$ cat config.mk
export PLATFORM = sky130hd
export DESIGN_NAME = muldiv_sequencer
export DESIGN_NICKNAME = d
export VERILOG_FILES = /design/src/rtl/riscv_pkg.sv /design/src/rtl/muldiv_sequencer_div_core.sv /design/src/rtl/muldiv_sequencer.sv
export SDC_FILE = /design/constraint.sdc
export NUM_CORES = 2
export LEC_CHECK = 0
export ABC_AREA = 1
export BUFFER_PORTS_ARGS = -buffer_cell sky130_fd_sc_hd__buf_4
export CAP_MARGIN = 30
export CORE_ASPECT_RATIO = 0.75
export CORE_UTILIZATION = 60
export DETAILED_ROUTE_END_ITERATION = 12
export PLACE_DENSITY_LB_ADDON = 0.1
export SLEW_MARGIN = 10
export SYNTH_ARGS = -nofsm -noshare
export SYNTH_HDL_FRONTEND = slang
export SYNTH_SLANG_ARGS = --single-unit
$ cat constraint.sdc
create_clock -name clk -period 8.4 [get_ports clk]
set_input_delay 1.68 -clock clk [delete_from_list [all_inputs] [get_ports clk]]
set_output_delay 1.68 -clock clk [all_outputs]
set_load 0.005 [all_outputs]
$ cat src/rtl/riscv_pkg.sv
// -----------------------------------------------------------------------------
// riscv_pkg
// Shared definitions for the RV32M multiply/divide sequencer:
//   XLEN          - datapath width
//   F3_*          - RV32M funct3 encodings (MUL .. REMU)
//   md_state_t    - sequencer FSM states
//   DIV_ZERO_Q    - quotient returned for division by zero (all ones)
// -----------------------------------------------------------------------------
package riscv_pkg;

    localparam int XLEN = 32;

    localparam logic [2:0] F3_MUL    = 3'b000;
    localparam logic [2:0] F3_MULH   = 3'b001;
    localparam logic [2:0] F3_MULHSU = 3'b010;
    localparam logic [2:0] F3_MULHU  = 3'b011;
    localparam logic [2:0] F3_DIV    = 3'b100;
    localparam logic [2:0] F3_DIVU   = 3'b101;
    localparam logic [2:0] F3_REM    = 3'b110;
    localparam logic [2:0] F3_REMU   = 3'b111;

    localparam logic [XLEN-1:0] DIV_ZERO_Q = '1;

    typedef enum logic [2:0] {
        S_IDLE,
        S_MUL,
        S_DIV_SETUP,
        S_DIV_ITER,
        S_DIV_FIX,
        S_DONE
    } md_state_t;

    // Division ops with funct3[0]==0 (DIV, REM) are signed.
    function automatic logic div_is_signed(input logic [2:0] f3);
        return ~f3[0];
    endfunction

endpackage

$ cat src/rtl/muldiv_sequencer_div_core.sv
// -----------------------------------------------------------------------------
// div_core
// Iterative restoring divider datapath on unsigned magnitudes: one
// shift-subtract step per enabled cycle. Sign handling and special cases are
// owned by the sequencer; it may preset quotient/remainder directly through
// quo_init/rem_init so the final fix-up stage always reads from here.
//
// Ports:
//   clk, reset          clock; synchronous active-low reset
//   load                load quo_init/rem_init/divisor, counter = DIV_CYCLES-1
//   en                  perform one restoring step
//   quo_init, rem_init  initial quotient (dividend) and remainder
//   divisor             unsigned divisor magnitude
//   quotient, remainder current register contents
//   last                counter has reached zero (final step this cycle)
// -----------------------------------------------------------------------------
module div_core #(
    parameter int XLEN       = 32,
    parameter int DIV_CYCLES = XLEN
) (
    input  logic            clk,
    input  logic            reset,
    input  logic            load,
    input  logic            en,
    input  logic [XLEN-1:0] quo_init,
    input  logic [XLEN-1:0] rem_init,
    input  logic [XLEN-1:0] divisor,
    output logic [XLEN-1:0] quotient,
    output logic [XLEN-1:0] remainder,
    output logic            last
);

    localparam int CW = (DIV_CYCLES > 1) ? $clog2(DIV_CYCLES) : 1;

    logic [XLEN-1:0] rem_q, quo_q, dvs_q;
    logic [CW-1:0]   cnt_q;

    logic [XLEN:0]   shifted;
    logic [XLEN:0]   diff;
    logic [XLEN-1:0] rem_next, quo_next;

    // Remainder stays below the divisor, so the shifted value is below
    // 2*divisor and a non-negative difference always fits in XLEN bits.
    // NOTE: every variable assigned in always_comb gets a default first so no
    // path can leave it unassigned and infer a latch.
    always_comb begin
        shifted  = {rem_q, quo_q[XLEN-1]};
        diff     = shifted - {1'b0, dvs_q};
        rem_next = shifted[XLEN-1:0];
        quo_next = {quo_q[XLEN-2:0], 1'b0};
        if (!diff[XLEN]) begin
            rem_next = diff[XLEN-1:0];
            quo_next = {quo_q[XLEN-2:0], 1'b1};
        end
    end

    // NOTE: sequential state uses non-blocking assignments only, so every
    // register samples the pre-edge values regardless of statement order.
    always_ff @(posedge clk) begin
        if (!reset) begin
            rem_q <= '0;
            quo_q <= '0;
            dvs_q <= '0;
            cnt_q <= '0;
        end else if (load) begin
            rem_q <= rem_init;
            quo_q <= quo_init;
            dvs_q <= divisor;
            cnt_q <= CW'(DIV_CYCLES - 1);
        end else if (en) begin
            rem_q <= rem_next;
            quo_q <= quo_next;
            if (cnt_q != '0)
                cnt_q <= cnt_q - 1'b1;
        end
    end

    assign quotient  = quo_q;
    assign remainder = rem_q;
    assign last      = (cnt_q == '0);

endmodule

$ cat src/rtl/muldiv_sequencer.sv
// -----------------------------------------------------------------------------
// muldiv_sequencer
// Sequences one RV32M multiply/divide op from EX: latches operands in IDLE,
// runs a single-cycle registered multiply or a 32-step restoring divide, and
// stalls the front of the pipe until the result is returned with its rd tag.
//
// Ports:
//   clk, reset   clock; synchronous active-low reset
//   start        valid M-extension op in EX (sampled only in IDLE)
//   funct3       RV32M operation
//   op_a, op_b   rs1 / rs2 values (post-forwarding)
//   rd_in        destination register tag
//   flush        kill the in-flight op (no done)
//   stall        freeze PC, IF/ID, ID/EX
//   busy         state != IDLE
//   done         one-cycle pulse, result/rd_out valid
//   result       op result, held until the next done
//   rd_out       tag of the completed op, held with result
//
// Latency (start cycle to done cycle): MUL family 2, division 35, division by
// zero / signed overflow 3.
//
// Optional build macro MULDIV_PAIR_REUSE_EN: remembers the last completed
// division (operands, signedness, quotient, remainder) so a repeated division
// on the same operands completes in 2 cycles.
// -----------------------------------------------------------------------------
module muldiv_sequencer
    import riscv_pkg::*;
#(
    parameter int XLEN       = riscv_pkg::XLEN,
    parameter int DIV_CYCLES = XLEN
) (
    input  logic            clk,
    input  logic            reset,
    input  logic            start,
    input  logic [2:0]      funct3,
    input  logic [XLEN-1:0] op_a,
    input  logic [XLEN-1:0] op_b,
    input  logic [4:0]      rd_in,
    input  logic            flush,
    output logic            stall,
    output logic            busy,
    output logic            done,
    output logic [XLEN-1:0] result,
    output logic [4:0]      rd_out
);

    localparam logic [XLEN-1:0] INT_MIN = {1'b1, {(XLEN-1){1'b0}}};

    md_state_t       state;
    logic [2:0]      op_q;
    logic [XLEN-1:0] a_q, b_q;
    logic [4:0]      rd_q;
    logic            neg_quo_q, neg_rem_q;

    // ---------------------------------------------------------------- multiply
    // Operands are sign- or zero-extended to 2*XLEN; the low 2*XLEN bits of the
    // product of extended operands are the exact signed/unsigned product.
    logic            mul_sa, mul_sb;
    logic [2*XLEN-1:0] mul_a, mul_b, mul_full;
    logic [XLEN-1:0] mul_res;

    always_comb begin
        mul_sa   = (op_q == F3_MULH) || (op_q == F3_MULHSU);
        mul_sb   = (op_q == F3_MULH);
        mul_a    = {{XLEN{mul_sa & a_q[XLEN-1]}}, a_q};
        mul_b    = {{XLEN{mul_sb & b_q[XLEN-1]}}, b_q};
        mul_full = mul_a * mul_b;
        mul_res  = (op_q == F3_MUL) ? mul_full[XLEN-1:0] : mul_full[2*XLEN-1:XLEN];
    end

    // ------------------------------------------------------------------ divide
    logic            div_sgn, a_neg, b_neg, div_by_zero, div_ovf;
    logic [XLEN-1:0] a_abs, b_abs;
    logic            div_load, div_en, div_last;
    logic [XLEN-1:0] quo_init, rem_init, div_quo, div_rem;
    logic [XLEN-1:0] quo_fix, rem_fix;
    logic            reuse_hit;
    logic [XLEN-1:0] saved_quo, saved_rem;

    always_comb begin
        div_sgn     = div_is_signed(op_q);
        a_neg       = div_sgn & a_q[XLEN-1];
        b_neg       = div_sgn & b_q[XLEN-1];
        a_abs       = a_neg ? -a_q : a_q;
        b_abs       = b_neg ? -b_q : b_q;
        div_by_zero = (b_q == '0);
        div_ovf     = div_sgn && (a_q == INT_MIN) && (b_q == '1);
        quo_fix     = neg_quo_q ? -div_quo : div_quo;
        rem_fix     = neg_rem_q ? -div_rem : div_rem;
    end

    // Special cases and reuse hits preset the divider registers with the final
    // values and skip iteration, so DIV_FIX is the single result-select point.
    always_comb begin
        div_load = 1'b0;
        div_en   = 1'b0;
        quo_init = a_abs;
        rem_init = '0;
        case (state)
            S_IDLE: begin
                if (start && !flush && reuse_hit) begin
                    div_load = 1'b1;
                    quo_init = saved_quo;
                    rem_init = saved_rem;
                end
            end
            S_DIV_SETUP: begin
                div_load = 1'b1;
                if (div_by_zero) begin
                    quo_init = DIV_ZERO_Q;
                    rem_init = a_q;
                end else if (div_ovf) begin
                    quo_init = INT_MIN;
                    rem_init = '0;
                end
            end
            S_DIV_ITER: div_en = 1'b1;
            default: ;
        endcase
    end

    div_core #(
        .XLEN       (XLEN),
        .DIV_CYCLES (DIV_CYCLES)
    ) u_div_core (
        .clk       (clk),
        .reset     (reset),
        .load      (div_load),
        .en        (div_en),
        .quo_init  (quo_init),
        .rem_init  (rem_init),
        .divisor   (b_abs),
        .quotient  (div_quo),
        .remainder (div_rem),
        .last      (div_last)
    );

    // ------------------------------------------------------------- pair reuse
`ifdef MULDIV_PAIR_REUSE_EN
    logic            saved_valid;
    logic [XLEN-1:0] saved_a, saved_b;
    logic            saved_sgn;

    assign reuse_hit = funct3[2] && saved_valid && (op_a == saved_a) &&
                       (op_b == saved_b) && (div_is_signed(funct3) == saved_sgn);

    always_ff @(posedge clk) begin
        if (!reset) begin
            saved_valid <= 1'b0;
            saved_a     <= '0;
            saved_b     <= '0;
            saved_sgn   <= 1'b0;
            saved_quo   <= '0;
            saved_rem   <= '0;
        end else if (flush) begin
            saved_valid <= 1'b0;
        end else if (state == S_DIV_FIX) begin
            saved_valid <= 1'b1;
            saved_a     <= a_q;
            saved_b     <= b_q;
            saved_sgn   <= div_sgn;
            saved_quo   <= quo_fix;
            saved_rem   <= rem_fix;
        end
    end
`else
    assign reuse_hit = 1'b0;
    assign saved_quo = '0;
    assign saved_rem = '0;
`endif

    // --------------------------------------------------------------------- FSM
    always_ff @(posedge clk) begin
        if (!reset) begin
            state     <= S_IDLE;
            op_q      <= '0;
            a_q       <= '0;
            b_q       <= '0;
            rd_q      <= '0;
            neg_quo_q <= 1'b0;
            neg_rem_q <= 1'b0;
            result    <= '0;
            rd_out    <= '0;
        end else begin
            case (state)
                S_IDLE: begin
                    if (start && !flush) begin
                        op_q <= funct3;
                        a_q  <= op_a;
                        b_q  <= op_b;
                        rd_q <= rd_in;
                        if (reuse_hit) begin
                            neg_quo_q <= 1'b0;
                            neg_rem_q <= 1'b0;
                            state     <= S_DIV_FIX;
                        end else begin
                            state <= funct3[2] ? S_DIV_SETUP : S_MUL;
                        end
                    end
                end
                S_MUL: begin
                    if (flush) begin
                        state <= S_IDLE;
                    end else begin
                        result <= mul_res;
                        rd_out <= rd_q;
                        state  <= S_DONE;
                    end
                end
                S_DIV_SETUP: begin
                    if (flush) begin
                        state <= S_IDLE;
                    end else if (div_by_zero || div_ovf) begin
                        neg_quo_q <= 1'b0;
                        neg_rem_q <= 1'b0;
                        state     <= S_DIV_FIX;
                    end else begin
                        neg_quo_q <= a_neg ^ b_neg;
                        neg_rem_q <= a_neg;
                        state     <= S_DIV_ITER;
                    end
                end
                S_DIV_ITER: begin
                    if (flush)
                        state <= S_IDLE;
                    else if (div_last)
                        state <= S_DIV_FIX;
                end
                S_DIV_FIX: begin
                    if (flush) begin
                        state <= S_IDLE;
                    end else begin
                        result <= op_q[1] ? rem_fix : quo_fix;
                        rd_out <= rd_q;
                        state  <= S_DONE;
                    end
                end
                S_DONE:  state <= S_IDLE;
                default: state <= S_IDLE;
            endcase
        end
    end

    assign busy  = (state != S_IDLE);
    assign done  = (state == S_DONE);
    assign stall = ((state == S_IDLE) && start) ||
                   ((state != S_IDLE) && (state != S_DONE));

endmodule

Word-level counts from Yosys, hierarchy flattened. Index checks and enable logic that the tools add are counted.

Bits in registers: 215. Latch bits: 0. Bits in writable memories: 0. Memory bits (read-only): 0. Bits of input ports: 76. Output and inout port bits: 40. Logic and storage cells: 101. Memories: 0.

Add/sub/neg operators: 6. Multiply operators: 1. Divide/modulo/power cells: 0. $lt $le $gt $ge: 0. Equal/unequal tests: 14. Shift-type cells: 0. Muxes and demuxes: 35. Bitwise logic cells: 7. Reduce and logical (&&, ||, !) cells: 25.

Operator list (number): $mux 32 (18); $neg 32->32 (4); $eq 32x32->1 const B (2); $mul 33x33->64 (1); $pmux 32 s2 (1); $sub 33x32->33 (1); $logic_not 32->1 (1); $mux 3 (6); $mux 5 (3); $pmux 3 s4 (1); $reduce_and 2->1 (5); $eq 3x2->1 const B (3); $eq 3x1->1 const B (2); $eq 3x3->1 const B (2); $logic_not 3->1 (2); $ne 2x2->1 const B (3); $ne 3x3->1 const B (2); $reduce_bool 2->1 (3); $logic_and 1x1->1 (5); $logic_not 5->1 (1); $mux 1 (5); $reduce_bool 5->1 (1); $sub 5x1->5 const B (1); $and 1x1->1 (4); 8 further kinds (11).

Logic depth before layout (Yosys ltp).
Word-level depth: 7. Mapped depth: 39. Mapped depth without buffers: 38.

Modules after synthesis. A second synthesis with hierarchy kept.

Cells, all modules: 7574. Area total of the unflattened synthesis: 55435.7 sq um.

By module, submodules not included: muldiv_sequencer (times used 1, cells an instance 6461, area each 48496.5 sq um, seq. area each 2282.2 sq um); div_core (times used 1, cells an instance 1113, area each 6939.2 sq um, seq. area each 2021.9 sq um).

Worst setup path after synthesis. No wires, ideal clock.

Path kind: register -> register. Start: register op_q[0]. End: register result[21]. Library setup time: 0.132 ns. Arrival time: 7.938 ns. Data required time: 8.268 ns. Path slack: 0.329 ns. Cell stages (with the launch flop): 33. Path buffers: 1. Clock period less this slack: 8.071 ns. Path through: dfxtp_1 nor2_1 nand2_1 nand2_1 nand2_1 clkbuf_1 nor2_1 fa_1 inv_1 fa_1 inv_1 fa_1 inv_1 fa_1 inv_1 fa_1 fa_1 fa_1 inv_1 fa_1 inv_1 ha_1 a21oi_1 inv_1 a31oi_1 o21ai_0 a21oi_1 nand3_1 or2_2 nand3_1 nand2_1 nand2_1 a21oi_1.

Cells in the longest elaborated chain, start to end: 7. Elaborated cells on any way between the ends: 10. Those cells by class: mul: 1; eq/ne: 2; mux: 3; bitwise: 2; reduce/logical: 2.

Ends and longest elaborated chain: from (decl) (line muldiv_sequencer.sv:51) `logic [2:0] op_q;`; from (signal assigned) (line muldiv_sequencer.sv:189) `op_q <= funct3;`; $eq 3x1->1 or $eq 3x2->1 (tied branches) (line muldiv_sequencer.sv:64, muldiv_sequencer.sv:65); $logic_or 1x1->1 (line muldiv_sequencer.sv:64) `mul_sa = (op_q == F3_MULH) || (op_q == F3_MULHSU);`; $and 1x1->1 (line muldiv_sequencer.sv:66) `mul_a = {{XLEN{mul_sa & a_q[XLEN-1]}}, a_q};`; $mul 33x33->64 (line muldiv_sequencer.sv:68) `mul_full = mul_a * mul_b;`; $mux 32 (*) (line muldiv_sequencer.sv:69) `mul_res = (op_q == F3_MUL) ? mul_full[XLEN-1:0] : mul_full[2*XLEN-1:XLEN];`; $mux 32 (*) (line muldiv_sequencer.sv:203) `if (flush) begin`; $pmux 32 s2 (*) (line muldiv_sequencer.sv:186) `case (state)`; to (signal assigned) (line muldiv_sequencer.sv:206) `result <= mul_res;`; to (signal assigned) (line muldiv_sequencer.sv:234) `result <= op_q[1] ? rem_fix : quo_fix;`; to (decl) (line muldiv_sequencer.sv:44) `output logic [XLEN-1:0] result,`.

Mark *: on every way between the ends. The rest lies on a longest branch, timed or not. The select of a mux whose other input is x is not followed. A chain may end at the register's enable or synchronous reset.

Worst setup path in the final report.
Start: register a_q[6]. End: register result[6].

Cells in the longest elaborated chain, start to end: 4.

Ends and longest elaborated chain: from (decl) (line muldiv_sequencer.sv:52) `logic [XLEN-1:0] a_q, b_q;`; from (signal assigned) (line muldiv_sequencer.sv:190) `a_q <= op_a;`; $mul 33x33->64 (line muldiv_sequencer.sv:68); $mux 32 (line muldiv_sequencer.sv:69); $mux 32 (line muldiv_sequencer.sv:203); $pmux 32 s2 (line muldiv_sequencer.sv:186).

No other way between the ends. The select of a mux whose other input is x is not followed.

==> flow_summary.yaml <==
detailed_routing:
  ant_nets: 0
  wl_um: 208000
  drt-initial-drc-count: 7183
  viasPerCell: 5.81
  wire_per_inst_um: 23.7
  dr.pass1.iters: 7
  drc: 0
  vias: 50891
hold_path:
  min_path_type: "flip-flop to flip-flop"
global_routing:
  antenna_found_initial: 5
  use_met3_pct: 17.2
  top_usage_layer: "met1"
  grt_pass1_wl_um: 314000
  track_usage_pct: 45.9
  grt_max_degree: 94
  grt_util_met1_pct: 67.4
  grt_pass1_vias: 50893
  grt-ovfl-total: 0
  use_met2_pct: 60.7
synthesis:
  synth-adder-area-share_pct: 46.7
  synth_top_family_by_area: "adder cells"
  synthMuxAreaShare_pct: 0
  yosys_warnings: 0
  synth-seq-area-share_pct: 7.83
  synth.distinct_cells: 59
  synth_fp_nets: 8919
  synthCells: 7466
  yosys.area_share.simple_pct: 18.9
  ys.flop_type: "dfxtp_1"
  synth_xor_area_share_pct: 1.37
  synth_area_mm2: 0.0550
  synth-edff-count: 0
  ys_ff_latch: 215
  synth.avg_cell_area_um2: 7.36
  synth-compound-area-share_pct: 9.02
  async_reset_ff_share_pct: 0
layout:
  fin_nets: 8979
  area_growth_pct: 7.96
  drive_above_1_share_pct: 7.73
  fillers: 7846
  final_cells: 8762
  final_cell_area_mm2: 0.0594
worst_setup_path:
  arrival_ns: 8.84
  start_kind: "flip-flop"
  critical_path_class: "flip-flop to flip-flop"
  worst-path-max-fanout: 16
  slowest_delay_ns: 1.05
  crit_top_cell: "fa_1"
  critical_path_required_ns: 8.89
  endpoint_kind: "flip-flop"
  slowest_stage: "dfxtp_1"
power_and_ir_drop:
  p_leak_nw: 31.1
  vdd_drop_max_mv: 0.177
  p_per_area_mw_per_mm2: 142
  power_mw: 8.45
sta:
  worst_slack_ns: 0.0489
  maxSlewHeadroom_pct: 26.2
  rsz0062_at_grt: "no"
  period_needed_ns: 8.35
  setup_violations: 0
  finalHoldViolations: 0
  max_freq_ghz: 0.120
  whs_ns: 0.460
  tightest_slew_ns: 1.11
  min_period_over_period_pct: 99.4
  slew_viol_final: 0
  finClkSkew_ns: 0.0310
clock_network:
  clock-root-buffer: "clkbuf_16"
  numCtsBuffers: 23
  cts.clk_slew.worst_paths_ns: 0.08
  cts-hold-fix-buffers: 0
  htreeDepth: 1
  clockBufferDepth: 3
  cts_tree: "done"
  clk_latency_ns: 0.58
  clkSinkCount: 215
place:
  post-place-ws_ns: -0.0633
  portBuffers: 115
  place.detailed.hpwl_um: 174000
  dpl_cell_area_mm2: 0.0584
  routabilityCongestion: 1.07
  dp_cells: 8709
die:
  core_area_mm2: 0.0902
  ios: 116
  dieArea_mm2: 0.0929
  initial_core_util_pct: 60.9
  rows: 95
  fp.dieH_um: 264
  die_w_um: 352
outcome:
  status: "finished clean"
job:
  drv_cap: 0
## where the power goes
group / internal, mW / switching [mW]
sequential: 1.09 / 0.182
combinational: 1.96 / 4.03
clock: 0.645 / 0.545
total: 3.69 / 4.76
## metrics by stage
stage,TNS (ns),utilization [%]
6_report,0,65.8
3_5_place_dp,-0.0633,64.8
4_1_cts,0,65.7
5_1_grt,0,65.8
3_3_place_gp,0,64.8
2_1_floorplan,0,-
## metal layers
layer,wire (µm),vias up
met5,31,-
met4,9530,4
met3,34300,464
met2,80800,3624
met1,83200,24778
li1,-,22021
## cells by family (layout without fill, tap and decap cells)
logic type,after synthesis,after routing
AOI/OAI and AO/OA,912,912
xor gates and xnor gates,86,86
adders and majority gates,1377,1377
buffers and inverters,2335,2411
DFF,215,215
other,0,8
and+or+nand+nor,2541,2541
## final cells by class
class	count	area, µm²	share of cell area [%]
clock inverter	16	210	0.354
sequential	215	4320	7.27
clock buffer	25	593	0.999
multi-input combinational	4916	41800	70.5
antenna	8	20.0	0.0337
tap	1212	1520	2.55
inverter	1958	7360	12.4
timing repair buffer	412	3510	5.91
## worst max-delay path: cells and delay by family (launching register included)
kind                       cells  cell delay (ns)
adders and majority gates      9             4.19
buffers and inverters          7             1.21
AOI/OAI and AO/OA              5             1.06
DFF                            1             1.05
and+or+nand+nor                7             0.74
## Yosys cell counts, types with 8 or more instances
cell type / number / area [µm²]
o21ai_0: 351 / 1760
o21bai_1: 20 / 150
o211ai_1: 16 / 120
ha_1: 251 / 3140
nand3b_1: 13 / 97.6
o221ai_1: 10 / 87.6
a31oi_1: 23 / 144
or2_2: 9 / 56.3
nand3_1: 253 / 1270
inv_1: 1936 / 7270
fa_1: 1126 / 22500
a21oi_2: 26 / 228
buf_2: 38 / 190
o31ai_1: 8 / 60.1
nand2_1: 1746 / 6550
xnor2_1: 25 / 219
inv_2: 15 / 56.3
o21ai_1: 52 / 260
nand4_1: 49 / 307
nor3_1: 46 / 230
buf_6: 9 / 101
xor2_1: 61 / 534
dfxtp_1: 215 / 4300
buf_1: 107 / 402
nor2_1: 378 / 1420
a21oi_1: 372 / 1860
clkbuf_1: 216 / 811
## flip-flops by register name (all words and copies together) (netlist names)
signal	count
u_div_core.cnt_q	5
neg_quo_q	1
state	3
u_div_core.quotient	32
u_div_core.dvs_q	32
a_q	32
neg_rem_q	1
b_q	32
op_q	3
rd_out	5
u_div_core.remainder	32
rd_q	5
result	32
## path summary, 6_finish.rpt
check,slack (ns),cells after the start,from,end
max,0.05,28,a_q[6],result[6]
min,0.46,2,u_div_core.cnt_q[1],u_div_core.cnt_q[1]
max reg2reg,0.05,28,a_q[6],result[6]
min reg2reg,0.46,2,u_div_core.cnt_q[1],u_div_core.cnt_q[1]
## what timing repair did
item                                    in CTS  in global routing
endpoints found under the setup margin       1                 24
buffers inserted                             0                  2
gates resized for setup                      1                 24
gates cloned                                 0                  0
pin swaps                                    0                  1
## cells in the final DEF, fill, tap and decap left out, types with 9 or more instances in the layout
cell and n:
inv_2 16, fa_1 1123, nor3_1 46, a31oi_1 23, clkbuf_16 23, o211ai_1 16, ha_1 249, nor2_1 371
xor2_1 61, inv_1 1934, o221ai_1 10, nand2_1 1744, nand3b_1 13, nor2_2 12, nand3_1 253, a21oi_2 30
buf_12 32, o21ai_1 54, a21oi_1 368, o21bai_1 19, dfxtp_2 10, o21ai_0 349, nand4_1 49, xnor2_1 25
buf_4 377, dfxtp_1 205, or2_2 9
Note: power is estimated with default switching activity, not from simulation.
